<file path="config.mk">
export PLATFORM = sky130hd
export DESIGN_NAME = trig_seq_gen_flat
export DESIGN_NICKNAME = d
export VERILOG_FILES = /design/src/rtl/trig_seq_pkg.sv /design/src/rtl/trig_seq_gen_if.sv /design/src/rtl/trig_chan_win.sv /design/src/rtl/trig_seq_gen.sv /design/src/flat_wrapper.sv
export SDC_FILE = /design/constraint.sdc
export NUM_CORES = 1
export LEC_CHECK = 0
export BUFFER_PORTS_ARGS = -buffer_cell sky130_fd_sc_hd__buf_2
export CORE_MARGIN = 3
export CORE_UTILIZATION = 49
export CTS_CLUSTER_DIAMETER = 120
export DETAILED_ROUTE_END_ITERATION = 8
export HOLD_SLACK_MARGIN = 0.15
export PLACE_DENSITY_LB_ADDON = 0.15
export SYNTH_ARGS = -nofsm -noshare
export SYNTH_HDL_FRONTEND = slang
export SYNTH_SLANG_ARGS = --single-unit
</file>
<file path="constraint.sdc">
create_clock -name clk -period 3.5 [get_ports clk]
set_clock_uncertainty 0.1 [all_clocks]
set_input_delay 0.175 -clock clk [delete_from_list [all_inputs] [get_ports clk]]
set_output_delay 0.175 -clock clk [all_outputs]
set_load 0.01 [all_outputs]
</file>
<file path="src/rtl/trig_seq_pkg.sv">
// trig_seq_pkg
// Shared definitions for the trigger sequencer: the FSM state encoding and
// the default timing-counter width.
package trig_seq_pkg;

  localparam int CNT_W_DEF = 16;

  typedef enum logic [1:0] {
    IDLE = 2'd0,
    WAIT = 2'd1,
    FIRE = 2'd2,
    DONE = 2'd3
  } state_e;

endpackage

</file>
<file path="src/rtl/trig_seq_gen_if.sv">
// trig_seq_gen_if
// Control, configuration and pulse bundle of the trigger sequencer.
//   ena, arm, cont          : run control (master -> sequencer)
//   period, pl1_len,
//   trig_dly, trig_len,
//   seq_len                 : timing configuration (master -> sequencer)
//   pl1, trig               : registered pulse outputs (sequencer -> master)
//   busy, seq_done,
//   seq_count               : status (sequencer -> master)
interface trig_seq_gen_if
  import trig_seq_pkg::*;
#(
  parameter int CNT_W = CNT_W_DEF,
  parameter int NCH   = 4
);

  logic                 ena;
  logic                 arm;
  logic                 cont;
  logic [CNT_W-1:0]     period;
  logic [CNT_W-1:0]     pl1_len;
  logic [NCH*CNT_W-1:0] trig_dly;
  logic [CNT_W-1:0]     trig_len;
  logic [CNT_W-1:0]     seq_len;
  logic                 pl1;
  logic [NCH-1:0]       trig;
  logic                 busy;
  logic                 seq_done;
  logic [CNT_W-1:0]     seq_count;

  modport master (
    output ena, arm, cont, period, pl1_len, trig_dly, trig_len, seq_len,
    input  pl1, trig, busy, seq_done, seq_count
  );

  modport slave (
    input  ena, arm, cont, period, pl1_len, trig_dly, trig_len, seq_len,
    output pl1, trig, busy, seq_done, seq_count
  );

endinterface

</file>
<file path="src/rtl/trig_chan_win.sv">
// trig_chan_win
// One trigger channel: registered window compare of the FIRE phase counter.
//   clk, rst : clock, synchronous active-high reset
//   fire_i   : sequencer is in FIRE and enabled this cycle
//   f_i      : FIRE phase counter
//   dly_i    : channel delay from the first PL1 cycle
//   len_i    : pulse width, already forced to at least 1
//   pulse_o  : registered trigger pulse
module trig_chan_win #(
  parameter int CNT_W = 16
) (
  input  logic             clk,
  input  logic             rst,
  input  logic             fire_i,
  input  logic [CNT_W-1:0] f_i,
  input  logic [CNT_W-1:0] dly_i,
  input  logic [CNT_W-1:0] len_i,
  output logic             pulse_o
);

  logic [CNT_W:0] win_end;
  logic           pulse_q;

  // One extra bit so dly + len never wraps back into range.
  assign win_end = {1'b0, dly_i} + {1'b0, len_i};

  // Output register stage
  always_ff @(posedge clk) begin
    if (rst) begin
      pulse_q <= 1'b0;
    end else begin
      pulse_q <= fire_i && (f_i >= dly_i) && ({1'b0, f_i} < win_end);
    end
  end

  assign pulse_o = pulse_q;

endmodule

</file>
<file path="src/rtl/trig_seq_gen.sv">
// trig_seq_gen
// Multi-channel trigger sequencer. After an arm it waits a programmable
// period, then opens a FIRE window in which PL1 and NCH delayed trigger
// pulses are produced, then strobes seq_done and bumps seq_count. Runs
// one-shot or continuously; all outputs are registered one cycle behind
// the FSM state.
//   clk : system clock
//   rst : synchronous active-high reset
//   bus : trig_seq_gen_if slave (control, configuration, pulses, status)
module trig_seq_gen
  import trig_seq_pkg::*;
#(
  parameter int CNT_W = CNT_W_DEF,
  parameter int NCH   = 4
) (
  input logic          clk,
  input logic          rst,
  trig_seq_gen_if.slave bus
);

  function automatic logic [CNT_W-1:0] at_least_one(input logic [CNT_W-1:0] v);
    return (v == '0) ? CNT_W'(1) : v;
  endfunction

  state_e               state_q, state_d;
  logic [CNT_W-1:0]     phase_q, phase_d;
  logic                 latch;

  logic [CNT_W-1:0]     per_q;
  logic [CNT_W-1:0]     pl1_len_q;
  logic [CNT_W-1:0]     trig_len_q;
  logic [CNT_W-1:0]     seq_len_q;
  logic [NCH*CNT_W-1:0] dly_q;

  logic                 pl1_q;
  logic                 busy_q;
  logic                 seq_done_q;
  logic [CNT_W-1:0]     seq_count_q;
  logic                 fire;
  logic [NCH-1:0]       trig_w;

  // FSM state and phase counter
  always_ff @(posedge clk) begin
    if (rst) begin
      state_q <= IDLE;
      phase_q <= '0;
    end else begin
      state_q <= state_d;
      phase_q <= phase_d;
    end
  end

  // Next-state logic; ena low leaves the defaults, which freeze everything.
  always_comb begin
    state_d = state_q;
    phase_d = phase_q;
    latch   = 1'b0;
    if (bus.ena) begin
      unique case (state_q)
        IDLE: begin
          if (bus.arm) begin
            latch   = 1'b1;
            phase_d = '0;
            state_d = (bus.period == '0) ? FIRE : WAIT;
          end
        end
        WAIT: begin
          if (phase_q == per_q - CNT_W'(1)) begin
            phase_d = '0;
            state_d = FIRE;
          end else begin
            phase_d = phase_q + CNT_W'(1);
          end
        end
        FIRE: begin
          if (phase_q == seq_len_q - CNT_W'(1)) begin
            phase_d = '0;
            state_d = DONE;
          end else begin
            phase_d = phase_q + CNT_W'(1);
          end
        end
        DONE: begin
          phase_d = '0;
          if (bus.cont) begin
            // The next sequence decides WAIT vs FIRE on the freshly latched period.
            latch   = 1'b1;
            state_d = (bus.period == '0) ? FIRE : WAIT;
          end else begin
            state_d = IDLE;
          end
        end
        default: state_d = IDLE;
      endcase
    end
  end

  // Shadow configuration registers
  always_ff @(posedge clk) begin
    if (rst) begin
      per_q      <= '0;
      pl1_len_q  <= '0;
      trig_len_q <= '0;
      seq_len_q  <= '0;
      dly_q      <= '0;
    end else if (latch) begin
      per_q      <= bus.period;
      pl1_len_q  <= at_least_one(bus.pl1_len);
      trig_len_q <= at_least_one(bus.trig_len);
      seq_len_q  <= at_least_one(bus.seq_len);
      dly_q      <= bus.trig_dly;
    end
  end

  // Output register stage
  always_ff @(posedge clk) begin
    if (rst) begin
      pl1_q       <= 1'b0;
      busy_q      <= 1'b0;
      seq_done_q  <= 1'b0;
      seq_count_q <= '0;
    end else begin
      busy_q <= (state_q != IDLE);
      if (bus.ena) begin
        pl1_q      <= (state_q == FIRE) && (phase_q < pl1_len_q);
        seq_done_q <= (state_q == DONE);
        if (state_q == DONE) begin
          seq_count_q <= seq_count_q + CNT_W'(1);
        end
      end else begin
        pl1_q      <= 1'b0;
        seq_done_q <= 1'b0;
      end
    end
  end

  assign fire = bus.ena && (state_q == FIRE);

  for (genvar k = 0; k < NCH; k++) begin : g_chan
    trig_chan_win #(.CNT_W(CNT_W)) u_chan (
      .clk     (clk),
      .rst     (rst),
      .fire_i  (fire),
      .f_i     (phase_q),
      .dly_i   (dly_q[k*CNT_W +: CNT_W]),
      .len_i   (trig_len_q),
      .pulse_o (trig_w[k])
    );
  end

  assign bus.pl1       = pl1_q;
  assign bus.trig      = trig_w;
  assign bus.busy      = busy_q;
  assign bus.seq_done  = seq_done_q;
  assign bus.seq_count = seq_count_q;

endmodule

</file>
<file path="src/flat_wrapper.sv">
// flat-port wrapper written by rule: the top's interface ports become plain ports
module trig_seq_gen_flat import trig_seq_pkg::*;
#(
  parameter int CNT_W = CNT_W_DEF,
  parameter int NCH   = 4
)
  (clk, rst, bus_ena, bus_arm, bus_cont, bus_period, bus_pl1_len, bus_trig_dly, bus_trig_len, bus_seq_len, bus_pl1, bus_trig, bus_busy, bus_seq_done, bus_seq_count);
  trig_seq_gen_if #(.CNT_W(CNT_W), .NCH(NCH)) bus_i ();
  input logic clk;
  input logic rst;
  input wire logic [$bits(bus_i.ena)-1:0] bus_ena;
  input wire logic [$bits(bus_i.arm)-1:0] bus_arm;
  input wire logic [$bits(bus_i.cont)-1:0] bus_cont;
  input wire logic [$bits(bus_i.period)-1:0] bus_period;
  input wire logic [$bits(bus_i.pl1_len)-1:0] bus_pl1_len;
  input wire logic [$bits(bus_i.trig_dly)-1:0] bus_trig_dly;
  input wire logic [$bits(bus_i.trig_len)-1:0] bus_trig_len;
  input wire logic [$bits(bus_i.seq_len)-1:0] bus_seq_len;
  output wire logic [$bits(bus_i.pl1)-1:0] bus_pl1;
  output wire logic [$bits(bus_i.trig)-1:0] bus_trig;
  output wire logic [$bits(bus_i.busy)-1:0] bus_busy;
  output wire logic [$bits(bus_i.seq_done)-1:0] bus_seq_done;
  output wire logic [$bits(bus_i.seq_count)-1:0] bus_seq_count;
  assign bus_i.ena = bus_ena;
  assign bus_i.arm = bus_arm;
  assign bus_i.cont = bus_cont;
  assign bus_i.period = bus_period;
  assign bus_i.pl1_len = bus_pl1_len;
  assign bus_i.trig_dly = bus_trig_dly;
  assign bus_i.trig_len = bus_trig_len;
  assign bus_i.seq_len = bus_seq_len;
  assign bus_pl1 = bus_i.pl1;
  assign bus_trig = bus_i.trig;
  assign bus_busy = bus_i.busy;
  assign bus_seq_done = bus_i.seq_done;
  assign bus_seq_count = bus_i.seq_count;
  trig_seq_gen #(.CNT_W(CNT_W), .NCH(NCH)) u_core (.clk(clk), .rst(rst), .bus(bus_i));
endmodule
</file>
Yosys cells after proc, flatten, opt, wreduce, memory -nomap -nowiden

Cells that the tools add are included.

Register bits: 169
Bits of input ports: 133
Output and inout port bits: 23
Word-level logic and storage cells: 78

Muxes and demuxes: 17
Reductions and logical operators: 20
Order comparisons: 9
Equal/unequal tests: 8
$add $sub $neg: 8
Bitwise operators: 1

Operator list:

| kind                  | number |
|---|---|
| $mux 16               | 6 |
| $add 16x16->17        | 4 |
| $lt 16x17->1          | 4 |
| $ge 16x16->1          | 4 |
| $logic_not 16->1      | 4 |
| $pmux 16 s4           | 1 |
| $add 16x1->16 const B | 2 |
| $eq 16x16->1          | 2 |
| $sub 16x1->16 const B | 2 |
| $lt 16x16->1          | 1 |
| $logic_and 1x1->1     | 10 |
| $mux 2                | 5 |
| $pmux 2 s4            | 1 |
| $eq 2x2->1 const B    | 2 |
| $ne 2x1->1 const B    | 2 |
| $reduce_and 2->1      | 2 |
| $reduce_and 4->1      | 1 |
| $mux 1                | 3 |
| $eq 2x1->1 const B    | 1 |
| $logic_not 2->1       | 1 |
| $ne 2x2->1 const B    | 1 |
| $pmux 1 s2            | 1 |
| $reduce_bool 2->1     | 1 |
| $reduce_or 2->1       | 1 |
| $not 1->1             | 1 |

Longest topological paths before layout

Gate-level depths: netlist (run 1).

Depth after elaboration: 4
Depth in mapped cells: 18
Depth with buffers taken out: 18

By module

A second synthesis (run 1) with hierarchy kept.

Cell total of the unflattened synthesis: 1734
Area, all modules: 13610.6 um^2

By module, submodules not included:

| module                                       | seq. area each (um^2) | area an instance (um^2) | cells each | instances |
|---|---|---|---|---|
| trig_seq_gen                                 | 3303.2                | 7714.9                  | 997        | 1 |
| trig_chan_win at u_core.g_chan[0].u_chan ... | 20.0                  | 1481.4                  | 185        | 2 |
| trig_chan_win at u_core.g_chan[2].u_chan     | 20.0                  | 1495.2                  | 184        | 1 |
| trig_chan_win at u_core.g_chan[1].u_chan     | 20.0                  | 1437.6                  | 183        | 1 |

Worst setup path after synthesis (run 1)

No wires, ideal clock.

Kind: register -> register
Start: reg u_core.trig_len_q[1]
End: reg u_core.g_chan[1].u_chan.pulse_q
Stages on the path, launching flop included: 18
Data arrival time: 3590 ps
Library setup time: 95 ps
Required time: 3305 ps
Buffers on the path: 0
Path slack: -285 ps
Clock period less this slack: 3785 ps
Cells stage by stage: dfxtp_1 -> ha_1 -> a21o_1 -> nand2_1 -> a21boi_0 -> o41ai_1 -> o21ai_0 -> o41ai_1 -> o21bai_1 -> a21oi_1 -> xnor2_1 -> ha_1 -> a21o_1 -> a211oi_1 -> o21ai_0 -> nand3_1 -> a31oi_1 -> a221oi_1

Word-level cells in the longest chain between the ends: 3

Ends and longest elaborated chain:

| element                | RTL line            | RTL |
|---|---|---|
| start, declared        | trig_seq_gen.sv:31  | `logic [CNT_W-1:0] trig_len_q;` |
| start signal, assigned | trig_seq_gen.sv:109 | `trig_len_q <= at_least_one(bus.trig_len);` |
| $add 16x16->17         | trig_chan_win.sv:25 | `assign win_end = {1'b0, dly_i} + {1'b0, len_i};` |
| $lt 16x17->1           | trig_chan_win.sv:32 | `pulse_q <= fire_i && (f_i >= dly_i) && ({1'b0, f_i} < win_end);` |
| $logic_and 1x1->1      | trig_chan_win.sv:32 |  |
| end signal, assigned   | trig_chan_win.sv:32 |  |
| end, declared          | trig_chan_win.sv:22 | `logic pulse_q;` |

No other way between the ends.
A chain may end at the register's enable or synchronous reset.

Worst setup path after layout (run 1)

Start: reg u_core.trig_len_q[1]
End: reg u_core.g_chan[0].u_chan.pulse_q

Word-level cells in the longest chain between the ends: 3

Ends and longest elaborated chain:

| element              | RTL line |
|---|---|
| $add 16x16->17       | trig_chan_win.sv:25 |
| $lt 16x17->1         | trig_chan_win.sv:32 |
| $logic_and 1x1->1    | trig_chan_win.sv:32 |
| end signal, assigned | trig_chan_win.sv:32 |
| end, declared        | trig_chan_win.sv:22 |

No other way between the ends.

==> results.json, run 1 <==
{
  "max_freq_ghz": 0.279,
  "pwr_density_cell_nw_per_um2": 356,
  "fin_tns_setup_ns": -0.179,
  "drive_gt1_frac": 0.171,
  "cp.arrival_ns": 3.84,
  "drt_wl_total_um": 41900,
  "finalNonFillerCells": 2388,
  "cts.sink_count": 169,
  "worst_slew_pin_slew_ns": 0.947,
  "setup.worst_path.end_class": "flip-flop",
  "grt-ovfl-total": 0,
  "place_inst": 2211,
  "hp-class": "in -> reg",
  "yosysSeqAreaShare": 0.255,
  "dp_hpwl_um": 29500,
  "reg2reg_slack_ns": -0.08,
  "via_count": 13500,
  "switching_share": 0.358,
  "cap_violations": 0,
  "io_buffers": 155,
  "num_rows": 59,
  "p_sw_uw": 2170,
  "start_util": 0.503,
  "synth_top_area_frac": 0.255,
  "synth_area_um2": 13300,
  "cts_tree": "built",
  "crit_chain": "buf_4 -> buf_12 -> buf_4 -> fa_2 -> a21o_1 -> a21oi_2 -> o21a_1 -> o31ai_2 -> nor2_1 -> xor2_1 -> ha_1 -> and4_1 -> a2111oi_2 -> o21ai_1 -> o2111ai_1 -> a21oi_1 -> a21oi_1",
  "startpoint_type": "flip-flop",
  "setup_viol": 4,
  "violations": "setup timing",
  "async_flop_share": 0,
  "finalHoldViolCount": 0,
  "crit_type": "reg -> reg",
  "grt_pass1_vias": 12900,
  "synth_top_flop_cell": "dfxtp_1",
  "ir_drop_mv": 0.358,
  "combPwrFrac": 0.321,
  "status": "finished, violations left",
  "cts.reportedPaths.clkPinSlew_ns": 0.08,
  "cts_buffers": 17,
  "root_buffer": "clkbuf_16",
  "io_pins": 156,
  "clockPowerShare": 0.314,
  "seqPwrFrac": 0.365,
  "drt-wirelength-per-cell_um": 17.5,
  "dieWidth_um": 170,
  "slew_viol_final": 0,
  "htreeDepth": 4,
  "areaGrowthSynthToFinish_pct": 28.5,
  "cp_max_fo": 6,
  "ant_nets": 0,
  "synth_edf_count": 0,
  "gp_congestion": 0.920,
  "regToRegStartpoint": "u_core.trig_len_q[1]",
  "die-height_um": 170,
  "p_leak_uw": 0.00754,
  "p_int_uw": 3890,
  "critPathMaxStageDelay_ns": 0.38,
  "pre_cts_ws_ns": -0.300,
  "synth_fp_nets": 2055,
  "viasPerCell": 5.65,
  "final.period_utilization": 1.02,
  "worstHoldEndpoint": "u_core.state_q[1]",
  "grt_max_degree": 85,
  "drcViolationCount": 0,
  "min_delay_path_depth": 5,
  "dieArea_um2": 29100,
  "holdCritStartpoint": "bus_cont",
  "fin_util": 0.646,
  "worstPathRequired_ns": 3.76,
  "nNetsFinal": 2385,
  "synth_cell_type_count": 74,
  "antenna_found_initial": 3,
  "dr.first_iter.drc_count": 951,
  "clk_latency_ns": 0.45,
  "rr_endpoint": "u_core.g_chan[0].u_chan.pulse_o",
  "ys_ff_latch": 169,
  "r2r_cells": 17,
  "cts.path.max_buffers": 2,
  "critical-path-slowest-cell": "fa_2",
  "rsz0062_at_grt": "true",
  "max_slew_margin": 0.368,
  "drt-pass1-iter-count": 5,
  "grt.total_usage": 0.283,
  "min_period_ns": 3.58,
  "syn_inst": 1706,
  "core_um2": 26400,
  "layout_setup_ws_ns": -0.0814,
  "synth.avg_cell_area_um2": 7.77,
  "synthTopCellsByArea": "dfxtp_1 26%, ha_1 20%, nand2_1 8.4%, a21oi_1 7.6%, xnor2_1 3.9%",
  "ys.warnings.count": 0,
  "synth_top_cell_by_area": "dfxtp_1",
  "grt_pass1_wl_um": 65700
}
## power groups by stage
stage	clock network (uW)	registers, uW	logic (uW)
after floorplan	0	2190	1290
after global placement	0	2250	1710
after detailed placement	0	2260	1750
after CTS	1930	2210	1900
after global routing	2010	2230	2170
final	1900	2220	1950
## cell type report
| type | instances | area (um^2) |
|---|---|---|
| multi-input cells | 1349 | 9370 |
| fillers | 2277 | 9320 |
| flip-flops and latches | 169 | 3390 |
| repair buffers | 376 | 2800 |
| inverters | 123 | 462 |
| clock buffers | 17 | 425 |
| well taps | 335 | 419 |
| clock inverters | 15 | 150 |
| diodes | 4 | 10.0 |
## metrics by stage
step	total power (uW)	instance area, um^2	hold slack [ns]
after floorplan	3480	13300	0.201
after global placement	3960	14800	0.316
after detailed placement	4000	14800	0.321
after CTS	6040	16900	0.228
after global routing	6410	17000	0.280
final	6060	17000	0.223
## kinds of logic after synthesis
kind of cell,after synthesis,share of synthesized area
DFF,169,0.255
buffers and inverters,188,0.0557
AOI/OAI and AO/OA,421,0.196
and+or+nand+nor,607,0.218
adders and majority gates,216,0.206
xor gates and xnor gates,105,0.0694
## registers in the layout (all words and copies together) (netlist names)
signal                        flops
u_core.bus.pl1                    1
u_core.seq_len_q                 16
u_core.g_chan.u_chan.pulse_o      4
u_core.bus.seq_count             16
u_core.phase_q                   16
u_core.bus.seq_done               1
u_core.state_q                    2
u_core.bus.busy                   1
u_core.dly_q                     64
u_core.per_q                     16
u_core.pl1_len_q                 16
u_core.trig_len_q                16
## synthesized netlist by cell type, types with 5 or more instances
| library cell | count |
|---|---|
| and3_1 | 18 |
| nor2b_1 | 10 |
| nor2_1 | 77 |
| nor3_1 | 37 |
| nand2_1 | 298 |
| a2111oi_0 | 6 |
| o21ai_0 | 51 |
| nand2b_1 | 19 |
| o21a_1 | 7 |
| o31ai_1 | 10 |
| o21bai_1 | 6 |
| or4_1 | 7 |
| or3_1 | 11 |
| or2_2 | 5 |
| xnor2_1 | 59 |
| clkbuf_1 | 51 |
| o2111ai_1 | 5 |
| nor4_1 | 23 |
| nand3b_1 | 8 |
| buf_1 | 6 |
| inv_1 | 123 |
| dfxtp_1 | 169 |
| ha_1 | 212 |
| a31oi_1 | 33 |
| nand3_1 | 46 |
| a21o_1 | 50 |
| a211oi_1 | 10 |
| a21oi_1 | 200 |
| xor2_1 | 46 |
| nand4_1 | 17 |
## cell usage in the layout (no fill, tap or decap), drive strengths merged, types with 50 or more instances in the layout
master / count
buf: 246
inv: 131
dfxtp: 169
nand2: 299
dlygate4sd3: 130
o21ai: 54
a21oi: 201
nor2: 77
ha: 212
a21o: 50
xnor2: 59
## worst max-delay path, delay by kind of cell (launching register included)
kind / cells / cell delay, ns
AO/OA/AOI/OAI: 9 / 1.44
adder cells (fa/ha/maj): 2 / 0.66
buffers and inverters: 3 / 0.39
flip-flops: 1 / 0.37
AND/OR/NAND/NOR: 2 / 0.36
XOR/XNOR: 1 / 0.21
## worst max path at each step
| stage | cells after the start | endpoint | slack (ns) | start |
|---|---|---|---|---|
| 2_1_floorplan | 17 | u_core.g_chan[1].u_chan.pulse_o | 0.02 | u_core.trig_len_q[1] |
| 3_3_place_gp | 16 | u_core.g_chan[2].u_chan.pulse_o | -0.21 | u_core.trig_len_q[0] |
| 3_5_place_dp | 16 | u_core.g_chan[2].u_chan.pulse_o | -0.30 | u_core.trig_len_q[0] |
| 4_1_cts | 17 | u_core.g_chan[3].u_chan.pulse_o | 0.0001 | u_core.dly_q[49] |
| 5_1_grt | 19 | u_core.g_chan[1].u_chan.pulse_o | -0.24 | u_core.trig_len_q[0] |
| 6_report | 17 | u_core.g_chan[0].u_chan.pulse_o | -0.08 | u_core.trig_len_q[1] |
## what timing repair did
action,4_1_cts,5_1_grt
setup buffers,6,5
pin swaps,37,15
resized for setup,37,23
hold buffers,130,0
endpoints found under the setup margin,4,9
gates cloned,0,0
endpoints found under the hold margin,133,0
## routing by layer
metal | share of wire | routed length [um] | up-vias | track usage
met5 | 0.00021 | 9 | - | 0
met4 | 0.030 | 1240 | 2 | 0.0959
met3 | 0.060 | 2510 | 95 | 0.0483
met2 | 0.48 | 20100 | 445 | 0.488
met1 | 0.43 | 18000 | 6267 | 0.359
li1 | - | - | 6678 | -
(Power assumes the default switching activity.)
==> inputs of run 2 (changes only) <==
SYNTH_HIERARCHICAL = 1   (was not set)
==> run 2 against run 1 <==
The run now ends clean. First-iteration DRC count increased by 4.3%. Sequential share of layout area decreased by 0.20 points. Critical path type unchanged. Count of clock-buffer cells in the layout unchanged. Register-to-register slack improved by 0.18 ns. Final cell count increased by 1.4%. Total power decreased by 11%. Critical path depth decreased by 4. Fmax increased by 5.4%. Area after synthesis increased by 2.7%. Highest routed layer is now met4. Via count increased by 0.38%.
==> results.json, run 2 <==
{
  "grt-ovfl-total": 0,
  "via_count": 13500,
  "gp_congestion": 0.919,
  "drt-wirelength-per-cell_um": 17.8,
  "cp.arrival_ns": 3.67,
  "synthTopCellsByArea": "dfxtp_1 25%, ha_1 19%, nand2_1 8.6%, a21oi_1 8.1%, xor2_1 3.8%",
  "grt.total_usage": 0.282,
  "viasPerCell": 5.59,
  "crit_type": "reg -> reg",
  "root_buffer": "clkbuf_16",
  "combPwrFrac": 0.236,
  "synth_top_cell_by_area": "dfxtp_1",
  "critPathMaxStageDelay_ns": 0.44,
  "p_leak_uw": 0.00762,
  "die-height_um": 173,
  "ys.warnings.count": 6,
  "cts_tree": "built",
  "dp_hpwl_um": 30700,
  "drt_wl_total_um": 43000,
  "drive_gt1_frac": 0.159,
  "clk_latency_ns": 0.44,
  "grt_pass1_wl_um": 68500,
  "synth_area_um2": 13600,
  "synth_top_family_by_area": "compound AO/OA/AOI/OAI gates",
  "synth_xor_area_frac": 0.0734,
  "dieArea_um2": 29800,
  "cts.reportedPaths.clkPinSlew_ns": 0.08,
  "cpMostUsedCell": "ha_1",
  "critPathTopFamily": "compound AO/OA/AOI/OAI gates",
  "synth_edf_count": 0,
  "synth.avg_cell_area_um2": 7.85,
  "synth_most_common_cell": "nand2_1",
  "cap_violations": 0,
  "design_area_um2": 17200,
  "slew_viol_final": 0,
  "synthAdderAreaFrac": 0.201,
  "core_um2": 27100,
  "grt_pass1_vias": 13300,
  "fin_tns_setup_ns": 0,
  "antenna_cells": 0,
  "ys_ff_latch": 169,
  "p_sw_uw": 1710,
  "clockPowerShare": 0.374,
  "syn_inst": 1734,
  "finalHoldViolCount": 0,
  "seqPwrFrac": 0.390,
  "start_util": 0.502,
  "final_common_cell": "nand2_1",
  "largest_register_ffs": 64,
  "synth_commonest_cells": "313 x nand2_1, 220 x a21oi_1, 212 x ha_1, 169 x dfxtp_1, 103 x inv_1",
  "rsz0062_at_grt": "true",
  "dieWidth_um": 173,
  "drt-pass1-iter-count": 7,
  "worstPathRequired_ns": 3.78,
  "final_cell_mix": "313 x nand2_1, 218 x a21oi_1, 210 x ha_1",
  "synth_compound_area_frac": 0.220,
  "setup.worst_path.end_class": "flip-flop",
  "num_rows": 60,
  "grt_max_degree": 84,
  "switching_share": 0.317,
  "ant_nets": 0,
  "io_buffers": 155,
  "startpoint_type": "flip-flop",
  "hp-class": "in -> reg",
  "cts.sink_count": 169,
  "crit_chain": "buf_4 -> ha_1 -> a2111oi_1 -> a21boi_1 -> and3_4 -> o41ai_2 -> xor2_1 -> ha_1 -> and4b_1 -> o21ai_1 -> o22ai_1 -> a21oi_1 -> o211a_1",
  "async_flop_share": 0,
  "htreeDepth": 4,
  "critical-path-slowest-cell": "a2111oi_1",
  "setup_viol": 0,
  "p_int_uw": 3700,
  "pwr_density_cell_nw_per_um2": 315,
  "synth_fp_nets": 2083,
  "yosys.area_share.simple": 0.204,
  "areaGrowthSynthToFinish_pct": 26.1,
  "cp_max_fo": 5,
  "yosysSeqAreaShare": 0.249,
  "cts.path.max_buffers": 2,
  "max_freq_ghz": 0.294,
  "synth_top_area_frac": 0.249,
  "place_area_um2": 15100,
  "synth_top_flop_cell": "dfxtp_1",
  "worst_slew_pin_slew_ns": 0.912,
  "drcViolationCount": 0,
  "total_power_uw": 5410,
  "path_buf_inv": 1,
  "io_pins": 156,
  "max_slew_margin": 0.386,
  "ir_drop_mv": 0.371,
  "antenna_found_initial": 0,
  "nNetsFinal": 2385,
  "top_register": "u_core/dly_q",
  "synthMuxAreaShare": 0.00377,
  "dr.first_iter.drc_count": 992,
  "synth_cell_type_count": 81,
  "min_period_ns": 3.40,
  "final.period_utilization": 0.970,
  "cts_buffers": 17,
  "status": "completed"
}
## run 2: cell count changes after synthesis, sizes merged, moves of 10 or more
cell    previous run  this run
a31oi             33         7
inv              123       103
a211o              2        12
nand2            299       313
nor3              37        23
o211ai             4        17
a21o              50        35
xor2              46        59
nor2b             10        20
a21oi            201       230
## run 2: metal layers
layer | global-route usage | part of all wire
met4 | 0.101 | 0.033
met3 | 0.0415 | 0.049
met5 | 0 | 0
met2 | 0.487 | 0.48
met1 | 0.358 | 0.44
## run 2: cell type report
class | instances | area (um^2)
Clock buffer | 17 | 425
Clock inverter | 15 | 211
Fill cell | 2398 | 9930
Inverter | 103 | 387
Multi-Input combinational cell | 1390 | 9660
Sequential cell | 169 | 3390
Tap cell | 372 | 465
Timing Repair Buffer | 355 | 2630
## run 2: power by group through the flow
stage | logic [uW] | registers, uW | clock network (uW)
6_report | 1280 | 2110 | 2020
5_1_grt | 1420 | 2120 | 2130
4_1_cts | 1250 | 2110 | 2060
3_5_place_dp | 1130 | 2150 | 0
3_3_place_gp | 1110 | 2150 | 0
2_1_floorplan | 819 | 2110 | 0
## run 2: cell families (layout without fill, tap and decap cells)
| kind of cell | count (synthesis) | count (layout) |
|---|---|---|
| compound gates | 461 | 461 |
| xor+xnor | 114 | 114 |
| fa+ha+maj | 216 | 216 |
| buf+inv | 175 | 490 |
| flops | 169 | 169 |
| mux | 5 | 5 |
| simple gates | 594 | 594 |
## run 2: what timing repair did
| action | in CTS | in global routing |
|---|---|---|
| pin swaps | 1 | 40 |
| endpoints found under the setup margin | 4 | 4 |
| buffers inserted | 1 | 4 |
| hold endpoints to repair | 133 | 0 |
| hold buffers | 130 | 0 |
| resized for setup | 5 | 24 |
## run 2: worst paths after layout
kind	start	depth (start not counted)	to	slack, ns
worst max-delay path	u_core/trig_len_q[6]	13	u_core/g_chan[1].u_chan/pulse_o	0.10
worst min-delay path	bus_arm	5	u_core/state_q[0]	0.19
worst max register to register	u_core/trig_len_q[6]	13	u_core/g_chan[1].u_chan/pulse_o	0.10
worst min register to register	u_core/pl1_len_q[14]	2	u_core/pl1_len_q[14]	0.36
## run 2: tightest hold or removal path: stages
cell and delay, ns:
buf_2 0.11, inv_1 0.04, a21boi_0 0.12, nand3_1 0.14
a211oi_1 0.10
## run 2: metrics by stage
step                      hold WS [ns]   util  setup slack, ns  std cells
after detailed placement         0.321  0.556          -0.0634       2254
after global routing             0.224  0.634          -0.0860       2421
after global placement           0.316  0.556           0.0109       2254
after floorplan                  0.211      -            0.125       1734
after CTS                        0.176  0.629           0.0104       2417
final                            0.189  0.634            0.103       2421
==> inputs of run 3 (changes only) <==
clock period = 3.7 ns   (was 3.5 ns; I/O delays follow)
==> run 3 against run 2 <==
Register-to-register slack better by 0.06 ns. Non-clock buffer count shrank 39. Clock power shrank 9%. Sequential share of layout area is 0.50 points higher. Critical path depth unchanged. Utilization down 1.6 points. Global-route usage down 0.33 points. First-iteration DRC count fell by 1.1%.
==> results.json, run 3 (same netlist as run 2, synthesis figures left out) <==
{
  "crit_type": "reg -> reg",
  "via_count": 13400,
  "cp.arrival_ns": 3.79,
  "start_util": 0.502,
  "io_buffers": 155,
  "gp_congestion": 0.921,
  "drt_wl_total_um": 42600,
  "ir_drop_mv": 0.399,
  "areaGrowthSynthToFinish_pct": 23.0,
  "root_buffer": "clkbuf_16",
  "cts.reportedPaths.clkPinSlew_ns": 0.08,
  "p_leak_uw": 0.00740,
  "cts_tree": "built",
  "antenna_cells": 0,
  "grt_pass1_vias": 13100,
  "drcViolationCount": 0,
  "place_area_um2": 14800,
  "dr.first_iter.drc_count": 981,
  "htreeDepth": 4,
  "startpoint_type": "flip-flop",
  "nNetsFinal": 2346,
  "path_buf_inv": 0,
  "largest_register_ffs": 64,
  "worstPathRequired_ns": 3.96,
  "finalHoldViolCount": 0,
  "max_slew_margin": 0.253,
  "dieWidth_um": 173,
  "final_common_cell": "nand2_1",
  "drive_gt1_frac": 0.136,
  "crit_chain": "ha_1 -> fa_2 -> a211oi_2 -> o21ai_2 -> o31ai_4 -> or3b_4 -> a21oi_2 -> xnor2_1 -> ha_1 -> a211o_1 -> a2111oi_1 -> a211oi_1 -> a221oi_1",
  "critPathTopFamily": "compound AO/OA/AOI/OAI gates",
  "cap_violations": 0,
  "worst_slew_pin_slew_ns": 1.12,
  "fillers": 2374,
  "io_pins": 156,
  "max_freq_ghz": 0.283,
  "core_um2": 27100,
  "grt-ovfl-total": 0,
  "drt-pass1-iter-count": 5,
  "hp-class": "in -> reg",
  "final.period_utilization": 0.955,
  "dieArea_um2": 29800,
  "pwr_density_cell_nw_per_um2": 299,
  "drt-wirelength-per-cell_um": 17.9,
  "critPathMaxStageDelay_ns": 0.39,
  "total_power_uw": 5000,
  "cpMostUsedCell": "ha_1",
  "setup_viol": 0,
  "grt_pass1_wl_um": 67300,
  "slew_viol_final": 0,
  "dp_hpwl_um": 29900,
  "viasPerCell": 5.62,
  "clk_latency_ns": 0.44,
  "layout_setup_ws_ns": 0.166,
  "grt_max_degree": 154,
  "antenna_found_initial": 0,
  "cts.sink_count": 169,
  "min_delay_path_depth": 5,
  "status": "completed",
  "final_cell_mix": "313 x nand2_1, 220 x a21oi_1, 212 x ha_1",
  "critical-path-slowest-cell": "fa_2",
  "r2r_cells": 13,
  "top_register": "u_core/dly_q",
  "grt.total_usage": 0.278,
  "cp.depth": 13,
  "pre_cts_ws_ns": 0.0155,
  "design_area_um2": 16700,
  "setup.worst_path.end_class": "flip-flop",
  "ant_nets": 0,
  "cp_max_fo": 3,
  "cts.path.max_buffers": 2,
  "cts_buffers": 17,
  "die-height_um": 173,
  "min_period_ns": 3.53,
  "rsz0062_at_grt": "true",
  "num_rows": 60,
  "fin_util": 0.617
}
## run 3: what timing repair did
action                                  in CTS  in global routing
resized for setup                            1                  7
endpoints found under the setup margin       1                  3
endpoints found under the hold margin      132                  0
hold buffers                               129                  0
pin swaps                                    0                  2
setup buffers                                0                  2
## run 3: final cells by class
cell class	count	area, um^2	share of cell area
multi-input combinational	1390	9570	0.572
sequential	169	3380	0.202
timing repair buffer	316	2330	0.140
tap	372	465	0.0278
clock buffer	19	453	0.0271
inverter	103	387	0.0231
clock inverter	13	136	0.00815
## run 3: worst paths after layout
path | startpoint | to | slack, ns
min | bus_cont | u_core/state_q[1] | 0.18
max | u_core/dly_q[0] | u_core/g_chan[0].u_chan/pulse_o | 0.17
min reg2reg | u_core/pl1_len_q[7] | u_core/pl1_len_q[7] | 0.36
max reg2reg | u_core/dly_q[0] | u_core/g_chan[0].u_chan/pulse_o | 0.17
## run 3: report_power, final
part / total, uW / switching [uW] / internal (uW)
sequential: 2000 / 105 / 1900
combinational: 1160 / 620 / 543
clock: 1830 / 851 / 983
## run 3: metal layers
layer	GRT usage	vias up	wire, um
li1	-	6673	-
met1	0.349	6248	18700
met2	0.491	387	20500
met3	0.0391	70	2110
met4	0.0970	0	1320
met5	0	-	0
## run 3: metrics by stage
stage / TNS [ns] / hold WS, ns / std cells
after global routing: -0.0294 / 0.222 / 2382
after global placement: 0 / 0.326 / 2219
after detailed placement: 0 / 0.332 / 2219
after CTS: 0 / 0.170 / 2380
final: 0 / 0.183 / 2382
after floorplan: 0 / 0.221 / 1734
## run 3: worst min-delay path: cells and delay by family
family	cells	cell delay, ns
multiplexers	1	0.09
AO/OA/AOI/OAI	2	0.24
buffers and inverters	1	0.09
AND/OR/NAND/NOR	1	0.08
